File: config.mk
export PLATFORM = sky130hd
export DESIGN_NAME = ex_mem_pipe
export DESIGN_NICKNAME = d
export VERILOG_FILES = /design/src/rtl/ex_mem_pipe_pkg.sv /design/src/rtl/ex_mem_pipe_reg_en.sv /design/src/rtl/ex_mem_pipe.sv
export SDC_FILE = /design/constraint.sdc
export NUM_CORES = 1
export LEC_CHECK = 0
export ABC_AREA = 1
export CAP_MARGIN = 5
export CORE_ASPECT_RATIO = 1.1
export CORE_UTILIZATION = 44
export DETAILED_ROUTE_END_ITERATION = 7
export HOLD_SLACK_MARGIN = 0.03
export PLACE_DENSITY = 0.85
export REMOVE_ABC_BUFFERS = 1
export SLEW_MARGIN = 20
export SYNTH_ARGS = -nofsm -noshare
export SYNTH_HDL_FRONTEND = slang
export SYNTH_SLANG_ARGS = --single-unit
export TNS_END_PERCENT = 100
File: constraint.sdc
create_clock -name clk -period 3.3 [get_ports clk]
set_input_delay 0.495 -clock clk [delete_from_list [all_inputs] [get_ports clk]]
set_output_delay 0.495 -clock clk [all_outputs]
set_load 0.02 [all_outputs]
File: src/rtl/ex_mem_pipe_pkg.sv
// ============================================================================
// Module : ex_mem_pipe_pkg
// Brief  : Shared widths, bubble constant and EX/MEM control-field layout.
// Rev    : 1.0 - initial release
// ============================================================================
`default_nettype none

package ex_mem_pipe_pkg;

    localparam int DATA_WIDTH     = 16;
    localparam int REG_ADDR_WIDTH = 3;

    // Control-word bit positions, shared by the ID/EX, EX/MEM and MEM/WB stages
    localparam int CTL_VALID  = 0;
    localparam int CTL_REG_WR = 1;
    localparam int CTL_MEM_RD = 2;
    localparam int CTL_MEM_WR = 3;
    localparam int CTL_HALT   = 4;
    localparam int CTL_ERR    = 5;
    localparam int CTL_WIDTH  = 6;

    localparam logic [CTL_WIDTH-1:0] CTL_BUBBLE = '0;

endpackage

`default_nettype wire

File: src/rtl/ex_mem_pipe_reg_en.sv
// ============================================================================
// Module : ex_mem_pipe_reg_en
// Brief  : Parameterized register with enable and synchronous clear.
// Rev    : 1.0 - initial release
// ============================================================================
`default_nettype none

module ex_mem_pipe_reg_en #(
    parameter int WIDTH = 8
) (
    input  logic             clk,
    input  logic             en,
    input  logic             clr,
    input  logic [WIDTH-1:0] d,
    output logic [WIDTH-1:0] q
);

    // Clear outranks enable so reset and bubbles land even while holding
    always_ff @(posedge clk) begin
        if (clr) begin
            q <= '0;
        end else if (en) begin
            q <= d;
        end
    end

endmodule

`default_nettype wire

File: src/rtl/ex_mem_pipe.sv
// ============================================================================
// Module : ex_mem_pipe
// Brief  : EX/MEM pipeline register with stall, flush, sticky halt,
//          forwarding source, load-use detect and retired-instruction count.
// Rev    : 1.0 - initial release
// ============================================================================
`default_nettype none

module ex_mem_pipe #(
    parameter int DATA_WIDTH     = ex_mem_pipe_pkg::DATA_WIDTH,
    parameter int REG_ADDR_WIDTH = ex_mem_pipe_pkg::REG_ADDR_WIDTH,
    parameter int CNT_WIDTH      = 16
) (
    input  logic                      clk,
    input  logic                      rst,
    input  logic                      ex_valid,
    input  logic [DATA_WIDTH-1:0]     ex_alu_out,
    input  logic                      ex_zero,
    input  logic                      ex_ofl,
    input  logic [DATA_WIDTH-1:0]     ex_store_data,
    input  logic [DATA_WIDTH-1:0]     ex_pc_plus2,
    input  logic [REG_ADDR_WIDTH-1:0] ex_wr_reg,
    input  logic                      ex_reg_wr_en,
    input  logic                      ex_mem_rd,
    input  logic                      ex_mem_wr,
    input  logic                      ex_halt,
    input  logic                      ex_err,
    input  logic                      stall,
    input  logic                      flush,
    input  logic [REG_ADDR_WIDTH-1:0] id_rs,
    input  logic [REG_ADDR_WIDTH-1:0] id_rt,
    input  logic                      id_rs_used,
    input  logic                      id_rt_used,
    output logic                      mem_valid,
    output logic [DATA_WIDTH-1:0]     mem_alu_out,
    output logic [DATA_WIDTH-1:0]     mem_store_data,
    output logic [DATA_WIDTH-1:0]     mem_pc_plus2,
    output logic                      mem_zero,
    output logic                      mem_ofl,
    output logic [REG_ADDR_WIDTH-1:0] mem_wr_reg,
    output logic                      mem_reg_wr_en,
    output logic                      mem_mem_rd,
    output logic                      mem_mem_wr,
    output logic                      mem_halt,
    output logic                      mem_err,
    output logic                      fwd_valid,
    output logic [REG_ADDR_WIDTH-1:0] fwd_reg,
    output logic                      load_use,
    output logic                      halted,
    output logic [CNT_WIDTH-1:0]      insn_cnt
);

    import ex_mem_pipe_pkg::*;

    logic                      r_halted;
    logic [CNT_WIDTH-1:0]      r_insn_cnt;
    logic                      w_load;
    logic                      w_bubble;
    logic                      w_en;
    logic                      w_clr;
    logic [CTL_WIDTH-1:0]      w_ctl_d;
    logic [CTL_WIDTH-1:0]      w_ctl_q;
    logic [1:0]                w_flags_q;
    logic [3*DATA_WIDTH-1:0]   w_data_q;

    // Priority rst > flush > stall > halted > normal load
    assign w_load   = ~flush & ~stall & ~r_halted & ex_valid;
    assign w_bubble = ~stall & (r_halted | ~ex_valid);
    assign w_en     = ~stall | flush;
    assign w_clr    = rst | flush | w_bubble;

    always_comb begin
        w_ctl_d             = CTL_BUBBLE;
        w_ctl_d[CTL_VALID]  = ex_valid;
        w_ctl_d[CTL_REG_WR] = ex_valid & ex_reg_wr_en;
        w_ctl_d[CTL_MEM_RD] = ex_valid & ex_mem_rd;
        w_ctl_d[CTL_MEM_WR] = ex_valid & ex_mem_wr;
        w_ctl_d[CTL_HALT]   = ex_valid & ex_halt;
        w_ctl_d[CTL_ERR]    = ex_valid & ex_err;
    end

    ex_mem_pipe_reg_en #(.WIDTH(CTL_WIDTH)) u_ctl_reg (
        .clk (clk),
        .en  (w_en),
        .clr (w_clr),
        .d   (w_ctl_d),
        .q   (w_ctl_q)
    );

    ex_mem_pipe_reg_en #(.WIDTH(2)) u_flags_reg (
        .clk (clk),
        .en  (w_en),
        .clr (w_clr),
        .d   ({ex_zero, ex_ofl}),
        .q   (w_flags_q)
    );

    ex_mem_pipe_reg_en #(.WIDTH(3*DATA_WIDTH)) u_data_reg (
        .clk (clk),
        .en  (w_en),
        .clr (w_clr),
        .d   ({ex_alu_out, ex_store_data, ex_pc_plus2}),
        .q   (w_data_q)
    );

    ex_mem_pipe_reg_en #(.WIDTH(REG_ADDR_WIDTH)) u_wr_reg (
        .clk (clk),
        .en  (w_en),
        .clr (w_clr),
        .d   (ex_wr_reg),
        .q   (mem_wr_reg)
    );

    always_ff @(posedge clk) begin
        if (rst) begin
            r_halted   <= 1'b0;
            r_insn_cnt <= '0;
        end else if (w_load) begin
            r_insn_cnt <= r_insn_cnt + CNT_WIDTH'(1);
            if (ex_halt) begin
                r_halted <= 1'b1;
            end
        end
    end

    assign mem_valid      = w_ctl_q[CTL_VALID];
    assign mem_reg_wr_en  = w_ctl_q[CTL_REG_WR];
    assign mem_mem_rd     = w_ctl_q[CTL_MEM_RD];
    assign mem_mem_wr     = w_ctl_q[CTL_MEM_WR];
    assign mem_halt       = w_ctl_q[CTL_HALT];
    assign mem_err        = w_ctl_q[CTL_ERR];
    assign mem_zero       = w_flags_q[1];
    assign mem_ofl        = w_flags_q[0];
    assign mem_alu_out    = w_data_q[3*DATA_WIDTH-1:2*DATA_WIDTH];
    assign mem_store_data = w_data_q[2*DATA_WIDTH-1:DATA_WIDTH];
    assign mem_pc_plus2   = w_data_q[DATA_WIDTH-1:0];
    assign halted         = r_halted;
    assign insn_cnt       = r_insn_cnt;

    // Load results are not ready until the end of MEM, so they cannot forward
    assign fwd_valid = mem_valid & mem_reg_wr_en & ~mem_mem_rd;
    assign fwd_reg   = mem_wr_reg;
    assign load_use  = mem_valid & mem_mem_rd & mem_reg_wr_en &
                       ((id_rs_used & (id_rs == mem_wr_reg)) |
                        (id_rt_used & (id_rt == mem_wr_reg)));

endmodule

`default_nettype wire

==> results.toml <==
[clock_network]
cts.clk_slew.worst_paths_ns = 0.07
numCtsBuffers = 9
cts_tree = "yes"
htree_levels = 3
cts_resized = 0
cts_setup_buffers = 0
cts_hold_buf = 0
clockRootBuffer = "clkbuf_8"
insertion_delay_ns = 0.34
clock_sinks = 76
cts_buffer_depth = 2

[die]
fp.dieH_um = 92.0
dieArea_um2 = 7700
die-width_um = 83.8
start_util = 0.459
rows = 32
io_pins = 152
coreArea_um2 = 7050

[synthesis]
synth_cell_type_count = 32
avgSynthCellArea_um2 = 7.55
synthesis.area_um2 = 3240
ys_seq_area_frac = 0.470
synthTopCellsByArea = "dfxtp_1 47%, nand3_1 11%, nand2_1 11%, a21oi_1 8.5%, nor2_1 3.8%"
synth_seq_cells = 76
synth_ff_type = "dfxtp_1"
synth_top_area_cell = "dfxtp_1"
yosysTopAreaCellShare = 0.470
synthArstFlopShare = 0
synth_edf_count = 0
yosys_warnings = 0
syn-instance-count = 429

[layout]
fin_nets = 639
seq_area_um2 = 1520
multi_input_area_um2 = 1450
area_delta_synth_final_pct = 52.4
n_antenna_cell = 0
drive_gt1_frac = 0.0804
num-fill-cells = 604

[sta]
finalHoldViolCount = 0
post-route-period-util = 0.777
worstMarginPinSlew_ns = 0.610
finalSetupViolations = 0
slew_headroom = 0.593
period_needed_ns = 2.57
finalSetupTns_ns = 0
layout_setup_ws_ns = 0.735
clock_skew_ns = 0.00544
max_clock_freq_mhz = 390
final_max_slew_viol_count = 0
rsz0062_at_grt = "no"

[detailed_routing]
first_pass_iters = 4
initialDrtViolationCount = 123
routed_wl_um = 8960
via_count = 3422
ant_nets = 0
wl_per_cell_um = 13.6
drc = 0
via_per_inst = 5.21

[placed_design]
portBuffers = 151
place_ws_ns = 0.743
gp_congestion = 0.858
hpwl_um = 6450

[pwr]
power_leakage_nw = 1.84
p_clk_frac = 0.357
cellInternalPower_mw = 1.44
combPwrFrac = 0.151
p_per_area_nw_per_um2 = 395
power.total_mw = 1.95
ir_drop_v = 0.000320
sw_frac_of_total = 0.262
p_switching_uw = 510
seqPwrFrac = 0.492

[worst_setup_path]
critPathKind = "input port to primary output"
cp_cell_sequence = "clkdlybuf4s50_1 -> nand2_1 -> a22oi_1 -> nand3_1 -> a21oi_1 -> clkdlybuf4s50_1"
crit_required_ns = 2.80
crit_path_end_kind = "primary output"
path_max_fanout = 2
critPathSlowestCell = "clkdlybuf4s50_1"
arrival_ns = 2.07
startpoint_type = "input port"
slowest_delay_ns = 0.63
cpMostUsedCell = "clkdlybuf4s50_1"

[global_routing]
antenna_found_initial = 0
grt_pass1_wl_um = 15100
grt_use_total = 0.240
grt_pass1_vias = 3364
grt_overflow = 0
grt_max_degree = 59

[outcome]
status = "completed"

[worst_hold_path]
min_path_type = "register to register"

[job]
drv_cap = 0
-- critical path: cells and delay by family --
kind / cells / cell delay, ns
AOI/OAI and AO/OA: 2 / 0.33
buffers and inverters: 2 / 1.11
and+or+nand+nor: 2 / 0.15
-- power groups by stage --
stage	sequential, mW	clock [mW]	combinational, mW
6_report	0.958	0.694	0.294
5_1_grt	0.962	0.750	0.319
4_1_cts	0.958	0.705	0.296
3_5_place_dp	0.980	0	0.294
3_3_place_gp	0.979	0	0.290
2_1_floorplan	1.01	0	0.0811
-- routing by layer --
metal	global-route usage	vias to the layer above	share of wire
met2	0.417	125	0.50
met3	0.0702	20	0.073
li1	-	1689	-
met1	0.265	1588	0.39
met4	0.121	0	0.029
met5	0	-	0
-- cells in the mapped netlist (2+ instances only) --
cell type,number
dfxtp_1,76
nor3_1,2
inv_2,4
nand2_2,3
xor2_1,2
nand3_1,74
inv_1,22
a21oi_1,55
buf_6,3
clkbuf_1,12
a21oi_2,10
nand4_1,4
o21ai_0,7
buf_2,9
buf_4,5
nand2_1,93
nor2_1,33
-- area by class of cell --
cell class	instances	area share
clock inverters	7	0.0137
well taps	85	0.0216
flip-flops and latches	76	0.308
clock buffers	9	0.0251
inverters	27	0.0211
repair buffers	157	0.317
multi-input cells	296	0.293
-- kinds of logic after synthesis --
kind of cell / share of synthesized area
and+or+nand+nor: 0.292
buffers and inverters: 0.0835
DFF: 0.470
adders and majority gates: 0.00386
AOI/OAI and AO/OA: 0.143
xor gates and xnor gates: 0.00812
-- path summary, 6_finish.rpt --
check | startpoint | end | slack [ns] | cells past startpoint
worst max register to register | halted | u_data_reg.q[47] | 1.73 | 4
worst max-delay path | id_rt[2] | load_use | 0.73 | 6
worst min-delay path | u_data_reg.q[6] | u_data_reg.q[6] | 0.48 | 2
worst min register to register | u_data_reg.q[6] | u_data_reg.q[6] | 0.48 | 2
-- registers in the layout (all words and copies together), names as in the netlist --
signal and count:
insn_cnt 16, u_ctl_reg.q 6, halted 1, u_flags_reg.q 2, u_wr_reg.q 3, u_data_reg.q 48
-- layout by cell type (no fill, tap or decap), drive strengths merged --
master and n:
a211oi 1, a21boi 1, a21oi 65, a22oi 1
a31oi 1, buf 7, bufinv 1, clkbuf 9
clkdlybuf4s50 150, clkinv 3, clkinvlp 3, dfxtp 76
ha 1, inv 27, nand2 96, nand3 75
nand4 4, nor2 36, nor3 2, o211ai 2
o21ai 7, o22ai 1, xnor2 1, xor2 2
-- metrics by stage --
stage / utilization / instance area (um2) / instances / hold WS [ns]
6_report: 0.700 / 4930 / 657 / 0.484
2_1_floorplan: - / 3070 / 399 / 0.547
3_5_place_dp: 0.673 / 4740 / 641 / 0.475
3_3_place_gp: 0.673 / 4740 / 641 / 0.470
5_1_grt: 0.700 / 4930 / 657 / 0.507
4_1_cts: 0.700 / 4930 / 657 / 0.486
(Power assumes the default switching activity.)
